## config.mk

```make
export PLATFORM = sky130hd
export DESIGN_NAME = mac_operand_fifo
export DESIGN_NICKNAME = d
export VERILOG_FILES = /design/src/rtl/mac_pkg.sv /design/src/rtl/mac_fifo_mem.sv /design/src/rtl/mac_operand_fifo.sv
export SDC_FILE = /design/constraint.sdc
export NUM_CORES = 1
export LEC_CHECK = 0
export BUFFER_PORTS_ARGS = -buffer_cell sky130_fd_sc_hd__buf_2
export CORE_MARGIN = 2
export CORE_UTILIZATION = 60
export DETAILED_ROUTE_END_ITERATION = 8
export PLACE_DENSITY_LB_ADDON = 0.05
export SYNTH_ARGS = -nofsm -noshare
export SYNTH_HDL_FRONTEND = slang
export SYNTH_SLANG_ARGS = --single-unit
```

## constraint.sdc

```tcl
create_clock -name clk -period 3.5 [get_ports clk]
set_clock_uncertainty 0.2 [all_clocks]
set_input_delay 0.35 -clock clk [delete_from_list [all_inputs] [get_ports clk]]
set_output_delay 0.35 -clock clk [all_outputs]
set_load 0.01 [all_outputs]
```

## src/rtl/mac_pkg.sv

```systemverilog
// Shared MAC datapath types: operand width, accumulator width and the
// operand pair carried through the operand FIFO.
package mac_pkg;

  localparam int DATA_W = 10;
  localparam int ACC_W  = 20;

  typedef struct packed {
    logic signed [DATA_W-1:0] a;
    logic signed [DATA_W-1:0] b;
  } operand_pair_t;

endpackage

```

## src/rtl/mac_fifo_mem.sv

```systemverilog
// Operand-pair storage for mac_operand_fifo: DEPTH register entries,
// one synchronous write port, one asynchronous read port, no reset
// (entries carry no meaning until written).
module mac_fifo_mem
  import mac_pkg::*;
#(
  parameter int DEPTH = 8,
  parameter int PTR_W = $clog2(DEPTH)
) (
  input  logic                 clk,
  input  logic                 we,
  input  logic [PTR_W-1:0]     wr_addr,
  input  operand_pair_t        wr_data,
  input  logic [PTR_W-1:0]     rd_addr,
  output operand_pair_t        rd_data
);

  operand_pair_t mem [DEPTH];

  // Write the tail entry on an accepted push.
  always_ff @(posedge clk) begin
    if (we) begin
      mem[wr_addr] <= wr_data;
    end
  end

  assign rd_data = mem[rd_addr];

endmodule

```

## src/rtl/mac_operand_fifo.sv

```systemverilog
// First-word-fall-through operand-pair FIFO in front of the MAC.
// Pointers, occupancy and valid/ready handshake live here; storage is
// mac_fifo_mem. WIDTH is expected to match mac_pkg::DATA_W.
// Optional macro MAC_FIFO_LEVEL_EN adds the registered occupancy port
// 'level'.
module mac_operand_fifo
  import mac_pkg::*;
#(
  parameter int DEPTH = 8,
  parameter int WIDTH = 10,
  localparam int PTR_W = $clog2(DEPTH)
) (
  input  logic                    clk,
  input  logic                    reset,
  input  logic signed [WIDTH-1:0] a_in,
  input  logic signed [WIDTH-1:0] b_in,
  input  logic                    valid_in,
  output logic                    ready_out,
  output logic signed [WIDTH-1:0] a_out,
  output logic signed [WIDTH-1:0] b_out,
  output logic                    valid_out,
  input  logic                    ready_in
`ifdef MAC_FIFO_LEVEL_EN
  ,
  output logic [PTR_W:0]          level
`endif
);

  localparam logic [PTR_W:0]   FULL_CNT = (PTR_W + 1)'(DEPTH);
  localparam logic [PTR_W:0]   CNT_ONE  = (PTR_W + 1)'(1);
  localparam logic [PTR_W-1:0] PTR_ONE  = PTR_W'(1);

  logic [PTR_W-1:0] wr_ptr;
  logic [PTR_W-1:0] rd_ptr;
  logic [PTR_W:0]   count;
  logic             push;
  logic             pop;
  operand_pair_t    wr_pair;
  operand_pair_t    rd_pair;

  // Handshake flags come only from registered occupancy; a full FIFO
  // refuses a push even when a pop happens on the same edge.
  assign ready_out = (count != FULL_CNT);
  assign valid_out = (count != '0);
  assign push      = valid_in & ready_out;
  assign pop       = valid_out & ready_in;

  assign wr_pair.a = a_in;
  assign wr_pair.b = b_in;
  assign a_out     = rd_pair.a;
  assign b_out     = rd_pair.b;

`ifdef MAC_FIFO_LEVEL_EN
  assign level = count;
`endif

  // Advance pointers and occupancy; reset discards everything queued.
  always_ff @(posedge clk or negedge reset) begin
    if (!reset) begin
      wr_ptr <= '0;
      rd_ptr <= '0;
      count  <= '0;
    end else begin
      if (push) begin
        wr_ptr <= wr_ptr + PTR_ONE;
      end
      if (pop) begin
        rd_ptr <= rd_ptr + PTR_ONE;
      end
      case ({push, pop})
        2'b10:   count <= count + CNT_ONE;
        2'b01:   count <= count - CNT_ONE;
        default: count <= count;
      endcase
    end
  end

  mac_fifo_mem #(
    .DEPTH (DEPTH),
    .PTR_W (PTR_W)
  ) u_mem (
    .clk     (clk),
    .we      (push),
    .wr_addr (wr_ptr),
    .wr_data (wr_pair),
    .rd_addr (rd_ptr),
    .rd_data (rd_pair)
  );

endmodule

```

**Word level (Yosys, flattened, before mapping)**

Memory sizes are Yosys's and may differ from the RTL's.
Cells that the tools add are included.

- Register bits: 10
- Bits in writable memories: 160
- Input port bits: 24
- Output and inout port bits: 22
- Logic and storage cells: 18
- Memories kept: 1

- $add $sub $neg: 4
- Equal/unequal tests: 3
- Muxes and demuxes: 3
- Bitwise logic cells: 2
- Reductions and logical operators: 2

Memories:

| name | depth | bits a word | read ports | clocked after Yosys merged registers in | wr ports | line | RTL |
|---|---|---|---|---|---|---|---|
| u_mem.mem | 8 | 20 | 1 | 0 | 1 | mac_fifo_mem.sv:18 | `operand_pair_t mem [DEPTH];` |

Operators with widths:

| kind | number |
|---|---|
| 4-bit case mux with 2 select lines | 1 |
| 3-bit by 1-bit adder with 3-bit output (second input constant) | 2 |
| 4-bit by 1-bit adder with 4-bit output (second input constant) | 1 |
| 4-bit != test (second input constant) | 1 |
| 4-bit nonzero test | 1 |
| 4-bit by 1-bit subtractor with 4-bit output (second input constant) | 1 |
| 1-bit bitwise AND | 2 |
| 2-bit by 1-bit equality test with 1-bit output (second input constant) | 1 |
| 2-bit equality test (second input constant) | 1 |
| 1-bit two-way mux | 2 |
| 2-bit nonzero test | 1 |

**Depth between registers and ports, before layout**

- Depth after elaboration: 4
- Mapped depth: 8
- Gate-level depth less buffers: 8

**Modules after synthesis**

From an unflattened synthesis, not the netlist that was laid out.

- Cell total of the unflattened synthesis: 296
- Area total of the unflattened synthesis: 6814.0 µm²

By module, submodules not included:

| module | times used | cells each | area each (µm²) | seq. area each (µm²) |
|---|---|---|---|---|
| mac_fifo_mem | 1 | 244 | 6212.2 | 4804.6 |
| mac_operand_fifo | 1 | 52 | 601.8 | 250.2 |

**Least setup slack after synthesis**

Ideal clock, no wire load.

- Path kind: reg2reg
- Start: register count[0]
- End: register count[3]
- Library setup time: 0.134 ns
- Arrival: 2.607 ns
- Required time: 3.166 ns
- Slack: 0.559 ns
- Stages on the path, launching flop included: 9
- Buffers on the path: 1
- Clock period less this slack: 2.941 ns
- Cells stage by stage: dfrtp_1 or4b_1 clkbuf_2 nand2_4 ha_1 ha_1 or4b_2 o311ai_0 o211ai_1

- Longest elaborated chain between the ends: 4
- Elaborated cells between the ends (all ways): 10
- Classes of those cells: add/sub: 2; eq/ne: 3; mux: 1; bitwise: 2; reduce/logical: 2

Ends and longest elaborated chain:

| element | line | RTL |
|---|---|---|
| start, declared | mac_operand_fifo.sv:35 | `logic [PTR_W:0] count;` |
| start signal, assigned | mac_operand_fifo.sv:71 | `2'b10: count <= count + CNT_ONE;` |
| start signal, assigned | mac_operand_fifo.sv:72 | `2'b01: count <= count - CNT_ONE;` |
| start signal, assigned | mac_operand_fifo.sv:73 | `default: count <= count;` |
| 4-bit != test (*) | mac_operand_fifo.sv:43 | `assign ready_out = (count != FULL_CNT);` |
| named net ready_out | mac_operand_fifo.sv:18 | `output logic ready_out,` |
| 1-bit bitwise AND (*) | mac_operand_fifo.sv:45 | `assign push = valid_in & ready_out;` |
| 2-bit by 1-bit equality test with 1-bit output / 2-bit equality test (equally long branches) | mac_operand_fifo.sv:70 | `case ({push, pop})` |
| 4-bit case mux with 2 select lines / 2-bit nonzero test (equally long branches) | n/a |  |

Mark *: on every way through the listed nets, which the timed path passes. The rest lies on a longest branch.
A chain may end at the register's enable or synchronous reset.

**Worst setup path in the final report**

- Start: register count[0]
- End: register count[3]

- Longest elaborated chain between the ends: 4
- Elaborated cells between the ends (all ways): 10
- Classes of those cells: add/sub: 2; eq/ne: 3; mux: 1; bitwise: 2; reduce/logical: 2

Ends and longest elaborated chain:

| element | line |
|---|---|
| 4-bit != test / 4-bit nonzero test (equally long branches) | mac_operand_fifo.sv:43, mac_operand_fifo.sv:44 |
| 1-bit bitwise AND (on tied branches) | mac_operand_fifo.sv:45, mac_operand_fifo.sv:46 |
| 2-bit by 1-bit equality test with 1-bit output / 2-bit equality test (equally long branches) | mac_operand_fifo.sv:70 |
| 4-bit case mux with 2 select lines / 2-bit nonzero test (equally long branches) | n/a |

Several ways; a longest one is shown, not always the timed one.

==> results.json <==
{
  "outcome": "complete, no violations",
  "power_density_nw_per_um2": 803.4,
  "layout_common_cells": "edfxtp_1 (160), buf_2 (45), mux4_1 (39)",
  "nNetsFinal": 402,
  "hold_viol": 0,
  "drc": 0,
  "max_cap_violations": 0,
  "crit_arrival_ns": 3.21,
  "grt_use_met1": 0.2694,
  "min_period_ns": 3.122,
  "cts_tree": "built",
  "ys_seq_elements": 170,
  "path_clk_slew_ns": 0.06,
  "worst_setup_path_start_kind": "flip-flop",
  "fmax_ghz": 0.3203,
  "synth_area_per_cell_um2": 22.96,
  "layout_setup_ws_ns": 0.3783,
  "dp_cells": 479,
  "grt_first_pass_wirelength_um": 18200,
  "drv_slew": 0,
  "ys_seq_area_frac": 0.7414,
  "min_path_cells": 1,
  "finalSetupViolCount": 0,
  "layout.cells.most_common": "edfxtp_1",
  "tns_ns": 0,
  "clock_sinks": 170,
  "clockBufferDepth": 2,
  "ys_warn_count": 0,
  "hp-class": "in2reg",
  "cts_made_buffers": 17,
  "die_h_um": 110.6,
  "io_buffers": 45,
  "ir_drop_uv": 656.0,
  "pre_cts_ws_ns": 0.3945,
  "grt_usage": 0.2050,
  "cts-root-buf": "clkbuf_16",
  "grt_overflow": 0,
  "drt_iter0_drc": 196,
  "synth_area_um2": 6818,
  "drive_gt1_frac": 0.3039,
  "grt_pass1_vias": 3291,
  "synthCells": 297,
  "wl_per_cell_um": 22.07,
  "wl_um": 11590,
  "pin_count": 46,
  "slew-limit-headroom": 0.6535,
  "tightest_slew_ns": 0.5192,
  "post-cts-setup-buffers": 0,
  "clock_latency_ns": 0.42,
  "cts_max_level": 4,
  "initial_core_util": 0.6208,
  "critPathKind": "reg2reg",
  "die_area_um2": 12230,
  "diodes": 0,
  "viasPerCell": 5.981,
  "required_ns": 3.59,
  "grt_use_met2": 0.3337,
  "areaGrowthSynthToFinish_pct": 16.68,
  "use_met3": 0.05214,
  "p_leak_nw": 2.789,
  "rrSetupSlack_ns": 0.38,
  "busiest_layer": "met2",
  "cp-end-kind": "flip-flop",
  "ant_nets": 0,
  "grt_start_max_net_pins": 37,
  "coreArea_um2": 10980,
  "gp_congestion": 0.6979,
  "die_w_um": 110.6,
  "drtPass1Iterations": 4,
  "rsz0062_at_grt": "false",
  "power.total_mw": 6.391,
  "synth_cell_types": 32,
  "instances_no_fill": 525,
  "reg2regPathDepth": 7,
  "rows": 38,
  "timing.final.crit_share": 0.8919,
  "crit_fanout": 9,
  "grt_antenna_before_repair": 0,
  "dp_hpwl_um": 6728,
  "synth_nets": 327,
  "dr_total_vias": 3140
}
[repair_timing]
action | in CTS | in global routing
hold buffers | 14 | 0
hold endpoints to repair | 95 | 0
resized for setup | 0 | 0
[critical path, stage by stage (launching register included)]
cell and delay (ns):
dfrtp_1 0.44, or4b_1 0.64, nand2_4 0.13, ha_1 0.31
ha_1 0.34, or4b_2 0.68, o311ai_0 0.13, o211ai_1 0.13
[cells in the mapped netlist]
library cell / count / area share
a2111o_1: 1 / 0.0017
a21oi_1: 2 / 0.0015
buf_1: 2 / 0.0011
buf_2: 4 / 0.0029
buf_6: 5 / 0.0083
clkbuf_1: 2 / 0.0011
clkbuf_2: 1 / 0.00073
dfrtp_1: 10 / 0.037
edfxtp_1: 160 / 0.70
fa_1: 1 / 0.0029
ha_1: 5 / 0.0092
inv_1: 5 / 0.0028
mux2_2: 23 / 0.038
mux2i_1: 1 / 0.0015
mux4_1: 39 / 0.15
mux4_2: 1 / 0.0033
nand2_1: 3 / 0.0017
nand2_4: 1 / 0.0017
nand2b_1: 2 / 0.0018
nand3_1: 5 / 0.0037
nand3b_1: 1 / 0.0011
nor2_1: 6 / 0.0033
nor3_1: 2 / 0.0015
nor3b_1: 3 / 0.0033
o211ai_1: 1 / 0.0011
o21ai_0: 1 / 0.00073
o311ai_0: 1 / 0.0013
or4_4: 1 / 0.0017
or4b_1: 1 / 0.0015
or4b_2: 1 / 0.0015
xnor2_1: 5 / 0.0064
xor2_1: 1 / 0.0013
[where the power goes]
part           leakage [nW]  internal, mW  switching [mW]
combinational         0.950         0.964           0.922
sequential             1.57          2.58           0.174
clock                 0.269          1.04           0.715
total                  2.79          4.58            1.81
[state kept, by name, summed over array words and instances (netlist names)]
| name | flops |
|---|---|
| count | 4 |
| rd_ptr | 3 |
| u_mem.mem | 160 |
| wr_ptr | 3 |
[final cells by class]
class                      instances  area (um^2)
multi-input combinational        108         1673
sequential                       170         5056
timing repair buffer              70        473.0
inverter                           5        18.77
fill                             664         3028
tap                              140        175.2
clock buffer                      18        429.2
clock inverter                    14        130.1
[metal layers]
metal / vias to the layer above / routed length [um]
li1: 1419 / -
met3: 11 / 533
met4: 0 / 200
met1: 1633 / 4940
met2: 77 / 5914
met5: - / 0
[stage by stage]
step | area, um^2 | utilization | hold slack (ns)
CTS | 7955 | 0.7243 | 0.0003891
finish | 7955 | 0.7243 | 0.01455
global placement | 7256 | 0.6606 | 0.02213
detailed placement | 7256 | 0.6606 | 0.02461
global route | 7955 | 0.7243 | 0.002502
floorplan | 6818 | - | -0.1456
[cells by family after synthesis]
logic type      Yosys count  share of synthesized area
mux                      64                     0.1931
buf+inv                  19                    0.01688
simple gates             26                    0.02257
flops                   170                     0.7414
xor+xnor                  6                   0.007708
compound gates            6                   0.006240
fa+ha+maj                 6                    0.01211
[path summary, 6_finish.rpt]
kind	start	end
worst max register to register	count[0]	count[3]
worst min register to register	wr_ptr[0]	wr_ptr[0]
max in group asynchronous	reset	rd_ptr[0]
worst min-delay path	b_in[2]	u_mem.mem[2][2]
worst max-delay path	count[0]	count[3]
min in group asynchronous	reset	rd_ptr[1]
No activity file was read; power rests on OpenSTA's default activity.
